**config.mk**
```make
export PLATFORM = sky130hd
export DESIGN_NAME = mul_seq
export DESIGN_NICKNAME = d
export VERILOG_FILES = /design/src/rtl/mul_seq.sv
export SDC_FILE = /design/constraint.sdc
export NUM_CORES = 1
export LEC_CHECK = 0
export CAP_MARGIN = 25
export CORE_MARGIN = 2
export CORE_UTILIZATION = 44
export CTS_BUF_LIST = sky130_fd_sc_hd__clkbuf_4 sky130_fd_sc_hd__clkbuf_8
export CTS_CLUSTER_SIZE = 8
export DETAILED_ROUTE_END_ITERATION = 7
export PLACE_DENSITY = 0.81
export SETUP_SLACK_MARGIN = 0.1
export SYNTH_ARGS = -nofsm -noshare
export SYNTH_HDL_FRONTEND = slang
export SYNTH_SLANG_ARGS = --single-unit
```
**constraint.sdc**
```tcl
create_clock -name clk -period 2 [get_ports clk]
set_clock_uncertainty 0.15 [all_clocks]
set_input_delay 0.4 -clock clk [delete_from_list [all_inputs] [get_ports clk]]
set_output_delay 0.4 -clock clk [all_outputs]
set_load 0.01 [all_outputs]
```
**src/rtl/mul_seq.sv**
```systemverilog
// mul_seq: multiply sequencer for a cascaded Am2901 slice array.
//
// On start it loads the multiplier into Q, clears the accumulator, then runs
// NBITS shift-and-add steps (RAMQD) that build accumulator:Q = mcand x mult.
// It then presents the product on the slice Y bus: low half (Q) first, then
// the high half (accumulator). While busy is high this block owns the slice
// controls.
//
// Build option:
//   MULSEQ_SIGNED_EN  two's-complement multiply. Every step shifts in the true
//                     sign (F3^OVR), and the final step subtracts the
//                     multiplicand when the multiplier sign bit is set.
//                     Left undefined, the sequencer multiplies unsigned only.
module mul_seq #(
  parameter int NBITS = 48
) (
  input  logic       clk,
  input  logic       reset,
  input  logic       start,
  input  logic [3:0] acc_addr,
  input  logic [3:0] mcand_addr,
  input  logic       q_lsb,
  output logic [8:0] I,
  output logic [3:0] Aadd,
  output logic [3:0] Badd,
  output logic       C0,
  output logic       d_sel,
  output logic [1:0] ram_msb_sel,
  output logic       busy,
  output logic       y_valid,
  output logic       y_hi,
  output logic       done
);

  // Step counter is wide enough for NBITS itself.
  localparam int               CNT_W    = $clog2(NBITS + 1);
  localparam logic [CNT_W-1:0] CNT_LOAD = CNT_W'(NBITS - 1);
  localparam logic [CNT_W-1:0] CNT_ONE  = CNT_W'(1);

  // Am2901 destination control, I[8:6]
  localparam logic [2:0] DST_QREG  = 3'd0;  // F -> Q
  localparam logic [2:0] DST_NOP   = 3'd1;  // no write, Y = F
  localparam logic [2:0] DST_RAMF  = 3'd3;  // F -> RAM[B]
  localparam logic [2:0] DST_RAMQD = 3'd4;  // F/2 -> RAM[B], Q/2 -> Q

  // Am2901 ALU function, I[5:3]
  localparam logic [2:0] FN_ADD  = 3'd0;    // R + S
  localparam logic [2:0] FN_OR   = 3'd3;    // R | S
  localparam logic [2:0] FN_AND  = 3'd4;    // R & S
`ifdef MULSEQ_SIGNED_EN
  localparam logic [2:0] FN_SUBR = 3'd1;    // S - R (with C0 = 1)
`endif

  // Am2901 source operands, I[2:0]
  localparam logic [2:0] SRC_AB = 3'd1;     // R = A, S = B
  localparam logic [2:0] SRC_ZQ = 3'd2;     // R = 0, S = Q
  localparam logic [2:0] SRC_ZB = 3'd3;     // R = 0, S = B
  localparam logic [2:0] SRC_DZ = 3'd7;     // R = D, S = 0

  // RAM3 shift-in source used during the step phase.
  // Unsigned: carry out (C4) extends the sum; signed: F3^OVR is the true sign.
`ifdef MULSEQ_SIGNED_EN
  localparam logic [1:0] STEP_MSB_SEL = 2'd2;
`else
  localparam logic [1:0] STEP_MSB_SEL = 2'd1;
`endif

  typedef enum logic [2:0] {
    S_IDLE  = 3'd0,
    S_LOADQ = 3'd1,
    S_CLEAR = 3'd2,
    S_STEP  = 3'd3,
    S_RDLO  = 3'd4,
    S_RDHI  = 3'd5
  } state_t;

  state_t           state_reg;
  state_t           state_next;
  logic [CNT_W-1:0] count_reg;
  logic [CNT_W-1:0] count_next;
  logic [3:0]       acc_reg;
  logic [3:0]       mcand_reg;
  logic             last_step;

  logic [2:0]       dst;
  logic [2:0]       fn;
  logic [2:0]       src;

  // Counter reaching zero while stepping marks the final shift-and-add.
  assign last_step = (count_reg == '0);

  // State and step-counter register.
  always_ff @(posedge clk) begin
    if (reset) begin
      state_reg <= S_IDLE;
      count_reg <= '0;
    end else begin
      state_reg <= state_next;
      count_reg <= count_next;
    end
  end

  // Address latch: captured only when a start is accepted, held otherwise.
  always_ff @(posedge clk) begin
    if (reset) begin
      acc_reg   <= 4'd0;
      mcand_reg <= 4'd0;
    end else if (state_reg == S_IDLE && start) begin
      acc_reg   <= acc_addr;
      mcand_reg <= mcand_addr;
    end
  end

  // Next-state and counter logic.
  always_comb begin
    state_next = state_reg;
    count_next = count_reg;
    case (state_reg)
      S_IDLE: begin
        if (start) state_next = S_LOADQ;
      end
      S_LOADQ: begin
        state_next = S_CLEAR;
      end
      S_CLEAR: begin
        state_next = S_STEP;
        count_next = CNT_LOAD;
      end
      S_STEP: begin
        if (last_step) state_next = S_RDLO;
        else           count_next = count_reg - CNT_ONE;
      end
      S_RDLO: begin
        state_next = S_RDHI;
      end
      S_RDHI: begin
        state_next = S_IDLE;
      end
      default: begin
        state_next = S_IDLE;
      end
    endcase
  end

  // Slice control decode. Everything depends only on the state register,
  // except the step-phase source (and sign correction), which follows the
  // multiplier bit q_lsb in the same cycle.
  always_comb begin
    dst         = DST_NOP;
    fn          = FN_OR;
    src         = SRC_ZB;
    C0          = 1'b0;
    d_sel       = 1'b0;
    ram_msb_sel = 2'd0;
    y_valid     = 1'b0;
    y_hi        = 1'b0;
    done        = 1'b0;
    case (state_reg)
      S_IDLE: begin
        // Harmless NOP: no register or RAM write.
      end
      S_LOADQ: begin
        // Q <- D + 0, multiplier comes from the top-level D mux.
        dst   = DST_QREG;
        fn    = FN_ADD;
        src   = SRC_DZ;
        d_sel = 1'b1;
      end
      S_CLEAR: begin
        // accumulator <- 0 AND B
        dst = DST_RAMF;
        fn  = FN_AND;
        src = SRC_ZB;
      end
      S_STEP: begin
        // Add the multiplicand only when the current multiplier bit is set,
        // then shift accumulator:Q right by one.
        dst         = DST_RAMQD;
        fn          = FN_ADD;
        src         = q_lsb ? SRC_AB : SRC_ZB;
        ram_msb_sel = STEP_MSB_SEL;
`ifdef MULSEQ_SIGNED_EN
        // Multiplier sign bit has negative weight: subtract instead of add.
        if (last_step && q_lsb) begin
          fn = FN_SUBR;
          C0 = 1'b1;
        end
`endif
      end
      S_RDLO: begin
        // Y <- 0 OR Q : low product half
        dst     = DST_NOP;
        fn      = FN_OR;
        src     = SRC_ZQ;
        y_valid = 1'b1;
      end
      S_RDHI: begin
        // Y <- 0 OR B (accumulator) : high product half
        dst     = DST_NOP;
        fn      = FN_OR;
        src     = SRC_ZB;
        y_valid = 1'b1;
        y_hi    = 1'b1;
        done    = 1'b1;
      end
      default: begin
      end
    endcase
  end

  assign I    = {dst, fn, src};
  assign busy = (state_reg != S_IDLE);

  // A always names the multiplicand and B the accumulator; in IDLE these
  // simply hold the last latched addresses.
  assign Aadd = mcand_reg;
  assign Badd = acc_reg;

endmodule

```
==> flow_summary.yaml <==
power_and_ir_drop:
  power_mw: 0.9491
  p_seq_frac: 0.421
  p_sw_mw: 0.3045
  p_comb_frac: 0.365
  p_leak_nw: 0.5814
  clockPowerShare: 0.213
  switching_share: 0.3208
  peakVddDrop_mv: 0.5214
  p_int_mw: 0.6447
  power.density_nw_per_um2: 685.2
clock_tree:
  cts_tree: "done"
  holdBufCountCts: 0
  cts.sinks: 17
  cts.path.max_buffers: 2
  cts_buffers: 3
  cts.htree.levels: 1
  clk_latency_ns: 0.29
  path_clk_slew_ns: 0.10
  root_buffer: "clkbuf_4"
logic_synthesis:
  yosysUniqueCellTypes: 41
  syn_inst: 112
  synthArstFlopShare: 0
  ys_ff_latch: 17
  ys_seq_area_frac: 0.3666
  syn_area_per_cell_um2: 8.289
  ys_warn_count: 0
  yosys-top-cells-area: "dfxtp_1 37%, nand2_1 6.9%, a21oi_1 6.5%"
  synth_common_cells: "17 x dfxtp_1, 17 x nand2_1, 12 x a21oi_1"
  syn-cell-area_um2: 928.4
  synth_edf_count: 0
  yosys.area.top_type_share: 0.3666
  yosys.area.top_type: "dfxtp_1"
  synthFlopType: "dfxtp_1"
finish:
  final_cells: 180
  drive_above_1_share: 0.2810
  fin_nets: 168
  post-route-cell-area_um2: 1385
  syn_to_final_growth_pct: 49.19
  largest_reg_flops: 6
  n_antenna_cell: 0
worst_setup_path:
  path_class: "flip-flop to output port"
  arrival_ns: 1.32
  cp.required_ns: 1.45
  end_kind: "output port"
  cp_max_fo: 3
  cp-start-kind: "flip-flop"
grt:
  grt_pass1_vias: 828
  antenna_found_initial: 0
  grt_pass1_wl_mm: 3.760
  grt_usage: 0.1970
  grt_overflow: 0
  grt_max_degree: 13
floorplanning:
  rows: 16
  die_w_um: 49.94
  die-area_um2: 2494
  die_y_um: 49.94
  io_pins: 37
  start_util: 0.4684
  core_area_um2: 1982
place:
  placed_cells: 173
  dpl_cell_area_um2: 1320
  dp_hpwl_mm: 1.674
  io_buffers: 34
  gp_congestion: 0.8530
worst_hold_path:
  hold_class: "flip-flop to flip-flop"
route:
  detailedRoute.firstIterationViolations: 15
  drc: 0
  wl_mm: 2.285
  ant_nets: 0
  via_per_inst: 5.133
  wl_per_cell_um: 12.69
  firstDrtPassIters: 4
  num_vias: 924
flow_run:
  cap_violations: 0
sta:
  finalCritPeriodShare: 0.9360
  tns_ns: 0
  finalCriticalPeriod_ns: 1.872
  setup_viol_count_final: 0
  rsz0062_at_grt: "yes"
  hold_ws_ns: 0.3114
  hold_viol_final: 0
  fmaxAchievable_ghz: 0.5342
  drv_slew: 0
status:
  status: "finished clean"
per-stage QoR:
stage	utilization	setup slack (ns)
4_1_cts	0.6869	0.1085
2_1_floorplan	-	0.3868
6_report	0.6989	0.1280
5_1_grt	0.6989	0.06895
3_5_place_dp	0.6660	0.03543
3_3_place_gp	0.6660	0.07348
power groups by stage:
stage          Clock, mW  Combinational, mW  Sequential (mW)
2_1_floorplan          0              0.187            0.407
3_3_place_gp           0              0.329            0.406
3_5_place_dp           0              0.339            0.407
4_1_cts            0.205              0.331            0.398
5_1_grt            0.220              0.379            0.405
6_report           0.202              0.347            0.400
per-layer routing:
metal | vias up | routed length [um] | track usage
li1 | 463 | - | -
met1 | 431 | 960 | 0.2276
met2 | 24 | 1179 | 0.3444
met3 | 6 | 81 | 0.02121
met4 | 0 | 63 | 0.1204
met5 | - | 0 | 0
layout by cell type, fill, tap and decap left out, types with 2 or more instances in the layout:
cell              n
clkdlybuf4s50_1  19
nand2_1          17
dfxtp_1          14
buf_4            13
a21oi_1          12
nor2_1            6
dlygate4sd2_1     5
inv_1             4
clkbuf_4          4
a211oi_1          3
buf_6             3
inv_2             2
or3_1             2
nand2b_1          2
nand4_1           2
a31oi_1           2
ha_1              2
conb_1            2
clkbuf_2          2
clkdlybuf4s15_1   2
buf_2             2
clkdlybuf4s15_2   2
dfxtp_2           2
path summary, 6_finish.rpt:
kind / startpoint / endpoint / slack (ns) / depth (start not counted)
setup reg to reg: state_reg[1] / Aadd[1] / 0.30 / 5
setup / recovery: state_reg[1] / I[7] / 0.13 / 4
hold / removal: Badd[0] / Badd[0] / 0.31 / 2
hold reg to reg: Badd[0] / Badd[0] / 0.31 / 2
layout make-up:
class / count / area [um^2]
well taps: 27 / 33.78
multi-input cells: 76 / 504.2
clock buffers: 4 / 30.03
inverters: 7 / 27.53
fillers: 155 / 596.8
flip-flops and latches: 17 / 346.6
repair buffers: 49 / 442.9
timing repair:
item,CTS,global route
resized for setup,40,13
endpoints found under the setup margin,15,10
pin swaps,1,0
setup buffers,2,1
cell families after synthesis:
group                      Yosys count  share of synthesized area
and+or+nand+nor                     43                     0.2722
AOI/OAI and AO/OA                   27                     0.1954
buffers and inverters               20                     0.1118
DFF                                 17                     0.3666
muxes                                2                    0.02291
adders and majority gates            2                    0.02695
other                                1                   0.004039
critical path, stage by stage, from the launching register on:
cell,delay (ns)
dfxtp_2,0.35
buf_4,0.11
or3b_4,0.40
clkinv_2,0.07
buf_6,0.09
(Power assumes the default switching activity.)
